$ cat src/rtl/uart_pkg.sv
// Shared types and constants for the UART receiver configuration path.
// Holds the controller FSM encoding, grant tags, error codes and config addresses.
package uart_pkg;

  typedef enum logic [1:0] {
    ST_IDLE  = 2'd0,
    ST_ISSUE = 2'd1,
    ST_ACK   = 2'd2
  } state_t;

  typedef enum logic [1:0] {
    GNT_NONE = 2'd0,
    GNT_A    = 2'd1,
    GNT_B    = 2'd2,
    GNT_REC  = 2'd3
  } grant_t;

  localparam logic [1:0] ERR_NONE    = 2'b00;
  localparam logic [1:0] ERR_PARITY  = 2'b01;
  localparam logic [1:0] ERR_FRAME   = 2'b10;
  localparam logic [1:0] ERR_OVERRUN = 2'b11;

  localparam logic [3:0] CFG_ADDR_PARITY = 4'b0101;
  localparam logic [3:0] CFG_ADDR_STOP   = 4'b0110;

  function automatic logic [7:0] sat_inc8(input logic [7:0] v);
    return (v == 8'hff) ? v : v + 8'd1;
  endfunction

endpackage

$ cat src/rtl/uart_err_monitor.sv
// Tracks total and consecutive errored UART frames and raises a recovery
// request once a run of consecutive errors reaches the threshold.
module uart_err_monitor
  import uart_pkg::*;
#(
  parameter int ERR_THRESH = 4
) (
  input  logic       clk,
  input  logic       rst,
  input  logic [1:0] error,
  input  logic       valid_error,
  input  logic       valid_out,
  input  logic       rec_clear,
  output logic [7:0] err_count,
  output logic       rec_pending
);

  logic       err_hit;
  logic [3:0] consec;
  logic [3:0] consec_inc;
  logic       rec_fire;

  assign err_hit    = valid_error && (error != ERR_NONE);
  assign consec_inc = (consec == 4'hf) ? consec : consec + 4'd1;
  // While a recovery is pending, further runs keep counting but cannot re-arm it.
  assign rec_fire   = err_hit && !rec_pending && (consec_inc >= 4'(ERR_THRESH));

  always_ff @(posedge clk or negedge rst) begin
    if (!rst) begin
      err_count   <= 8'd0;
      consec      <= 4'd0;
      rec_pending <= 1'b0;
    end else begin
      if (err_hit) begin
        err_count <= sat_inc8(err_count);
      end
      // An error in the same cycle as a good byte takes precedence.
      if (rec_fire) begin
        consec <= 4'd0;
      end else if (err_hit) begin
        consec <= consec_inc;
      end else if (valid_out) begin
        consec <= 4'd0;
      end
      if (rec_fire) begin
        rec_pending <= 1'b1;
      end else if (rec_clear) begin
        rec_pending <= 1'b0;
      end
    end
  end

endmodule

$ cat src/rtl/uart_cfg_ctrl.sv
// Arbitrates host (A) and debug (B) config writes plus automatic recovery
// writes onto the UART's single c_valid/c_ready configuration port.
module uart_cfg_ctrl
  import uart_pkg::*;
#(
  parameter int         ERR_THRESH = 4,
  parameter logic [3:0] REC_ADDR   = 4'b0101,
  parameter logic [7:0] REC_DATA   = 8'h00,
  parameter int         TIMEOUT    = 64
) (
  input  logic       clk,
  input  logic       rst,
  input  logic       a_valid,
  input  logic [3:0] a_addr,
  input  logic [7:0] a_data,
  output logic       a_ready,
  input  logic       b_valid,
  input  logic [3:0] b_addr,
  input  logic [7:0] b_data,
  output logic       b_ready,
  output logic       resp_err,
  output logic       c_valid,
  output logic [3:0] c_addr,
  output logic [7:0] c_data,
  input  logic       c_ready,
  input  logic [1:0] error,
  input  logic       valid_error,
  input  logic       valid_out,
  output logic [7:0] err_count,
  output logic       recovery_active,
  output logic       busy
);

  localparam int WAIT_W = (TIMEOUT > 1) ? $clog2(TIMEOUT + 1) : 1;

  // Handshakes: a/b_valid with addr/data are held until the one-cycle
  // a/b_ready pulse in ACK; c_valid/c_addr/c_data are held until c_ready is
  // sampled high with c_valid, or until TIMEOUT cycles elapse (abort).
  state_t            state, state_nxt;
  grant_t            grant, grant_nxt;
  logic              abort, abort_nxt;
  logic              rr_b, rr_b_nxt;
  logic [WAIT_W-1:0] wait_cnt, wait_cnt_nxt;
  logic              c_valid_nxt;
  logic [3:0]        c_addr_nxt;
  logic [7:0]        c_data_nxt;
  logic              rec_pending;
  logic              rec_clear;

  uart_err_monitor #(
    .ERR_THRESH (ERR_THRESH)
  ) u_err_monitor (
    .clk         (clk),
    .rst         (rst),
    .error       (error),
    .valid_error (valid_error),
    .valid_out   (valid_out),
    .rec_clear   (rec_clear),
    .err_count   (err_count),
    .rec_pending (rec_pending)
  );

  always_ff @(posedge clk or negedge rst) begin
    if (!rst) begin
      state    <= ST_IDLE;
      grant    <= GNT_NONE;
      abort    <= 1'b0;
      rr_b     <= 1'b0;
      wait_cnt <= '0;
      c_valid  <= 1'b0;
      c_addr   <= 4'd0;
      c_data   <= 8'd0;
    end else begin
      state    <= state_nxt;
      grant    <= grant_nxt;
      abort    <= abort_nxt;
      rr_b     <= rr_b_nxt;
      wait_cnt <= wait_cnt_nxt;
      c_valid  <= c_valid_nxt;
      c_addr   <= c_addr_nxt;
      c_data   <= c_data_nxt;
    end
  end

  always_comb begin
    state_nxt    = state;
    grant_nxt    = grant;
    abort_nxt    = abort;
    rr_b_nxt     = rr_b;
    wait_cnt_nxt = wait_cnt;
    c_valid_nxt  = c_valid;
    c_addr_nxt   = c_addr;
    c_data_nxt   = c_data;
    case (state)
      ST_IDLE: begin
        wait_cnt_nxt = '0;
        abort_nxt    = 1'b0;
        if (rec_pending) begin
          grant_nxt   = GNT_REC;
          c_valid_nxt = 1'b1;
          c_addr_nxt  = REC_ADDR;
          c_data_nxt  = REC_DATA;
          state_nxt   = ST_ISSUE;
        end else if (a_valid && (!b_valid || !rr_b)) begin
          // rr_b set means B was not served last and wins a tie.
          grant_nxt   = GNT_A;
          rr_b_nxt    = 1'b1;
          c_valid_nxt = 1'b1;
          c_addr_nxt  = a_addr;
          c_data_nxt  = a_data;
          state_nxt   = ST_ISSUE;
        end else if (b_valid) begin
          grant_nxt   = GNT_B;
          rr_b_nxt    = 1'b0;
          c_valid_nxt = 1'b1;
          c_addr_nxt  = b_addr;
          c_data_nxt  = b_data;
          state_nxt   = ST_ISSUE;
        end
      end
      ST_ISSUE: begin
        if (c_ready) begin
          c_valid_nxt = 1'b0;
          state_nxt   = ST_ACK;
        end else if (wait_cnt == WAIT_W'(TIMEOUT - 1)) begin
          c_valid_nxt = 1'b0;
          abort_nxt   = 1'b1;
          state_nxt   = ST_ACK;
        end else begin
          wait_cnt_nxt = wait_cnt + 1'b1;
        end
      end
      ST_ACK: begin
        grant_nxt = GNT_NONE;
        state_nxt = ST_IDLE;
      end
      default: begin
        grant_nxt   = GNT_NONE;
        c_valid_nxt = 1'b0;
        state_nxt   = ST_IDLE;
      end
    endcase
  end

  assign a_ready         = (state == ST_ACK) && (grant == GNT_A);
  assign b_ready         = (state == ST_ACK) && (grant == GNT_B);
  assign resp_err        = (state == ST_ACK) && abort && (grant != GNT_REC);
  assign rec_clear       = (state == ST_ACK) && (grant == GNT_REC);
  assign busy            = (state != ST_IDLE);
  assign recovery_active = rec_pending || (grant == GNT_REC);

endmodule

$ cat config.mk
export PLATFORM = sky130hd
export DESIGN_NAME = uart_cfg_ctrl
export DESIGN_NICKNAME = d
export VERILOG_FILES = /design/src/rtl/uart_pkg.sv /design/src/rtl/uart_err_monitor.sv /design/src/rtl/uart_cfg_ctrl.sv
export SDC_FILE = /design/constraint.sdc
export NUM_CORES = 1
export LEC_CHECK = 0
export ABC_AREA = 0
export CORE_AREA = 2 2 69 71
export CTS_CLUSTER_DIAMETER = 150
export DETAILED_ROUTE_END_ITERATION = 8
export DIE_AREA = 0 0 71 73
export PLACE_DENSITY = 0.75
export SLEW_MARGIN = 20
export SYNTH_ARGS = -nofsm -noshare
export SYNTH_HDL_FRONTEND = slang
export SYNTH_SLANG_ARGS = --single-unit
$ cat constraint.sdc
create_clock -name clk -period 1.9 [get_ports clk]
set_input_delay 0.475 -clock clk [delete_from_list [all_inputs] [get_ports clk]]
set_output_delay 0.475 -clock clk [all_outputs]
set_load 0.01 [all_outputs]
==> metrics.md <==
| Metric | Value |
|---|---|
| Clk root buf | clkbuf_8 |
| Nets | 307 |
| Hold/Removal Path Class | input pin to asynchronous set/reset pin |
| Avg Inst Size Synth | 9.96 µm² |
| Fill count | about 390 |
| Post-synthesis mux area share | 0.0110 |
| WL/cell | 14.0 µm |
| Post-DP Area | approximately 0.0027 mm² |
| Die height | 73 µm |
| Clk slew on worst S/H paths | about 0.07 ns |
| Complex-gate fraction of the synthesized area | 0.220 |
| TritonCTS buffer count | 5 |
| Most used DFF post-synth | dfrtp_1 |
| Via count | approximately 1700 |
| Synth area leader | dfrtp_1 |
| Area of the multi-input gates | ~900 µm² |
| Clk sinks | 39 |
| Routed Antenna Nets | 0 |
| Initial antenna violation count | 0 |
| Register bit total from synthesis | 39 |
| Synth warn | 0 |
| Hold buffer count at cts | 0 |
| Largest family of logic cells by synthesized area | compound AO/OA/AOI/OAI gates |
| Finished layout cell area | around 0.0028 mm² |
| Post-Synth XOR/XNOR Area | 0.0362 |
| Final Setup Violations | 0 |
| Worst endpoint required time | 1.42 ns |
| RSZ-0062 raised after global routing | true |
| CTS tree | yes |
| CTS H-tree lvls | 2 |
| Total power | between 3 and 4 mW |
| Hpwl dp | 3430 µm |
| Worst-margin pin slew | around 0.57 ns |
| Cell variety after synth | 45 |
| GPL Wtd Cong | approximately 0.79 |
| Iteration-0 DRC Markers | 56 |
| Tcrit/Tclk final | 0.975 |
| Final wirelength | roughly 4600 µm |
| Kind of end point of the critical path | output pin |
| Diode count | 0 |
| Overall Global Routing Usage | 0.190 |
| Post-route insts no fill | 324 |
| Data arrival, critical path | approximately 1.4 ns |
| Switching power total | 1.36 mW |
| Combinational share of power | 0.492 |
| DRC violations left | 0 |
| Clk_skew | ~0.006 ns |
| Port Buffer Count | 58 |
| Power per cell area | around 1400 mW/mm² |
| Syn_nets | 230 |
| Bufs on Longest Clock Path | 2 |
| Clock power frac | 0.139 |
| Vias per cell | 5.34 |
| Post-synth EDFFs | 0 |
| Fraction of layout cells with a size suffix above 1 | 0.130 |
| Fmax | around 0.54 GHz |
| Vias in the first global route | roughly 1700 |
| Async set-reset flop share out of synthesis | 1.00 |
| Internal | ~2.4 mW |
| Hold Violations, Final | 0 |
| Post-Syn Area | slightly below 0.002 mm² |
| Max Cap Violations | 0 |
| Cells after DPL | about 320 |
| Area grow syn2layout | 42.3% |
| DIE AREA | approximately 0.0052 mm² |
| Clock Latency Late Sink | 0.29 ns |
| Max FO, Critical Path | 4 |
| Post-Synth Simple-Gate Area | 0.177 |
| Sw Ratio | 0.366 |
| Share of the synthesized area in the top cell type | 0.505 |
| Num rows | 25 |
| First-pass DRT Iterations | 4 |
| Worst vdd ir | about 0.71 mV |
| First-pass GRT wire length | roughly 7700 µm |
| Slew margin rel. | 0.620 |
| CP startpoint kind | flop |
| Die width | just over 70 µm |
| Setup TNS | 0 ns |
| Initial Util | 0.426 |
| I/O pin count | slightly below 60 |
| Reg area | 976 µm² |
| Post-Syn Instances | just under 200 |
| Sequential Power Share | 0.369 |
| Pleak | about 1.2 nW |
| Slew Viols, Final | 0 |
| Critical path class | flop to output pin |
| GRT overflow | 0 |
| Status | finished, final reports clean |
| Post CTS Setup Buffer Count | 0 |
| Placeable Area | roughly 0.0045 mm² |
| Adder-Cell Fraction of Synth Area | 0.0194 |
| Min cycle time layout | between 1.5 and 2 ns |
| Largest net degree at the start of global routing | 26 |
| Sequential-to-total area share from yosys stat | 0.505 |
| Main area contributors after synthesis | dfrtp_1 (50%), a21oi_1 (4.7%), nor2_1 (4.3%) |
==> cells in the mapped netlist, drive strengths merged, types with 3 or more instances <==
| master | instances |
|---|---|
| xor2 | 3 |
| nand2b | 5 |
| a22oi | 10 |
| nand2 | 16 |
| buf | 7 |
| o21a | 3 |
| a21oi | 19 |
| o21ai | 16 |
| xnor2 | 5 |
| or3 | 3 |
| nand3 | 7 |
| dfrtp | 39 |
| ha | 3 |
| nor2 | 24 |
==> flip-flops by register name, summed over array words and instances, names as in the netlist <==
| register | flops |
|---|---|
| c_valid | 1 |
| wait_cnt | 7 |
| c_addr | 4 |
| rr_b | 1 |
| u_err_monitor.rec_pending | 1 |
| state | 2 |
| abort | 1 |
| grant | 2 |
| u_err_monitor.err_count | 8 |
| c_data | 8 |
| u_err_monitor.consec | 4 |
==> cells by family (layout without fill, tap and decap cells) <==
logic type / count (synthesis) / in the layout
AND/OR/NAND/NOR: 69 / 69
XOR/XNOR: 8 / 8
buffers and inverters: 9 / 85
multiplexers: 2 / 2
AO/OA/AOI/OAI: 64 / 64
adder cells (fa/ha/maj): 3 / 3
flip-flops: 39 / 39
==> per-layer routing <==
metal  track usage  share of wire  wire (µm)  vias to the layer above
met5             0              0          0                        -
met4        0.0692          0.012         55                        0
met3        0.0608          0.066        301                        7
met2         0.333           0.50       2280                       41
met1         0.217           0.42       1910                      831
li1              -              -          -                      850
==> stage by stage <==
| stage | util | hold WS [ns] | setup WS (ns) |
|---|---|---|---|
| after floorplan | - | 0.179 | 0.304 |
| after global placement | 0.591 | 0.462 | -0.171 |
| after detailed placement | 0.591 | 0.481 | -0.228 |
| after CTS | 0.606 | 0.188 | 0.00632 |
| after global routing | 0.607 | 0.218 | -0.0270 |
| final | 0.607 | 0.172 | 0.0479 |
==> path summary, 6_finish.rpt <==
path | cells past startpoint | slack, ns | to | from
max | 3 | 0.05 | a_ready | state[0]
min | 1 | 0.17 | u_err_monitor.consec[3] | rst
max reg2reg | 6 | 0.27 | u_err_monitor.err_count[6] | u_err_monitor.err_count[0]
min reg2reg | 1 | 0.50 | rr_b | rr_b
max in group asynchronous | 2 | 1.14 | u_err_monitor.err_count[3] | rst
min in group clk | 1 | 0.50 | rr_b | rr_b
==> placed cells by master, fill, tap and decap left out, types with 3 or more instances in the layout <==
cell type,count
clkdlybuf4s50_1,52
dfrtp_1,39
nor2_1,21
a21oi_1,18
buf_4,18
nand2_1,16
o21ai_0,14
a22oi_1,10
nand3_1,7
nand2b_1,5
xnor2_1,5
clkbuf_8,5
dlygate4sd2_1,4
o21a_1,3
or3_1,3
xor2_1,3
ha_1,3
==> power groups by stage <==
| stage | clock, mW | combinational (mW) | sequential [mW] |
|---|---|---|---|
| after floorplan | 0 | 0.907 | 1.45 |
| after global placement | 0 | 1.81 | 1.38 |
| after detailed placement | 0 | 1.85 | 1.38 |
| after CTS | 0.532 | 1.85 | 1.37 |
| after global routing | 0.555 | 2.01 | 1.41 |
| final | 0.516 | 1.83 | 1.37 |
==> area by class of cell <==
type                    instances  area share
repair buffers                 77       0.265
multi-input cells             146       0.327
well taps                      54      0.0246
flip-flops and latches         39       0.355
clock buffers                   6      0.0264
inverters                       2     0.00273
==> repair_timing <==
action	CTS	global route
endpoints found under the setup margin	4	12
resized for setup	4	2
endpoints found under the hold margin	0	0
==> worst max-delay path, cell delays in order (launching register included) <==
cell	delay (ns)
dfrtp_1	0.37
nand2b_1	0.19
nor3b_1	0.23
dlygate4sd2_1	0.29
Power figures use the tool's default switching activity.
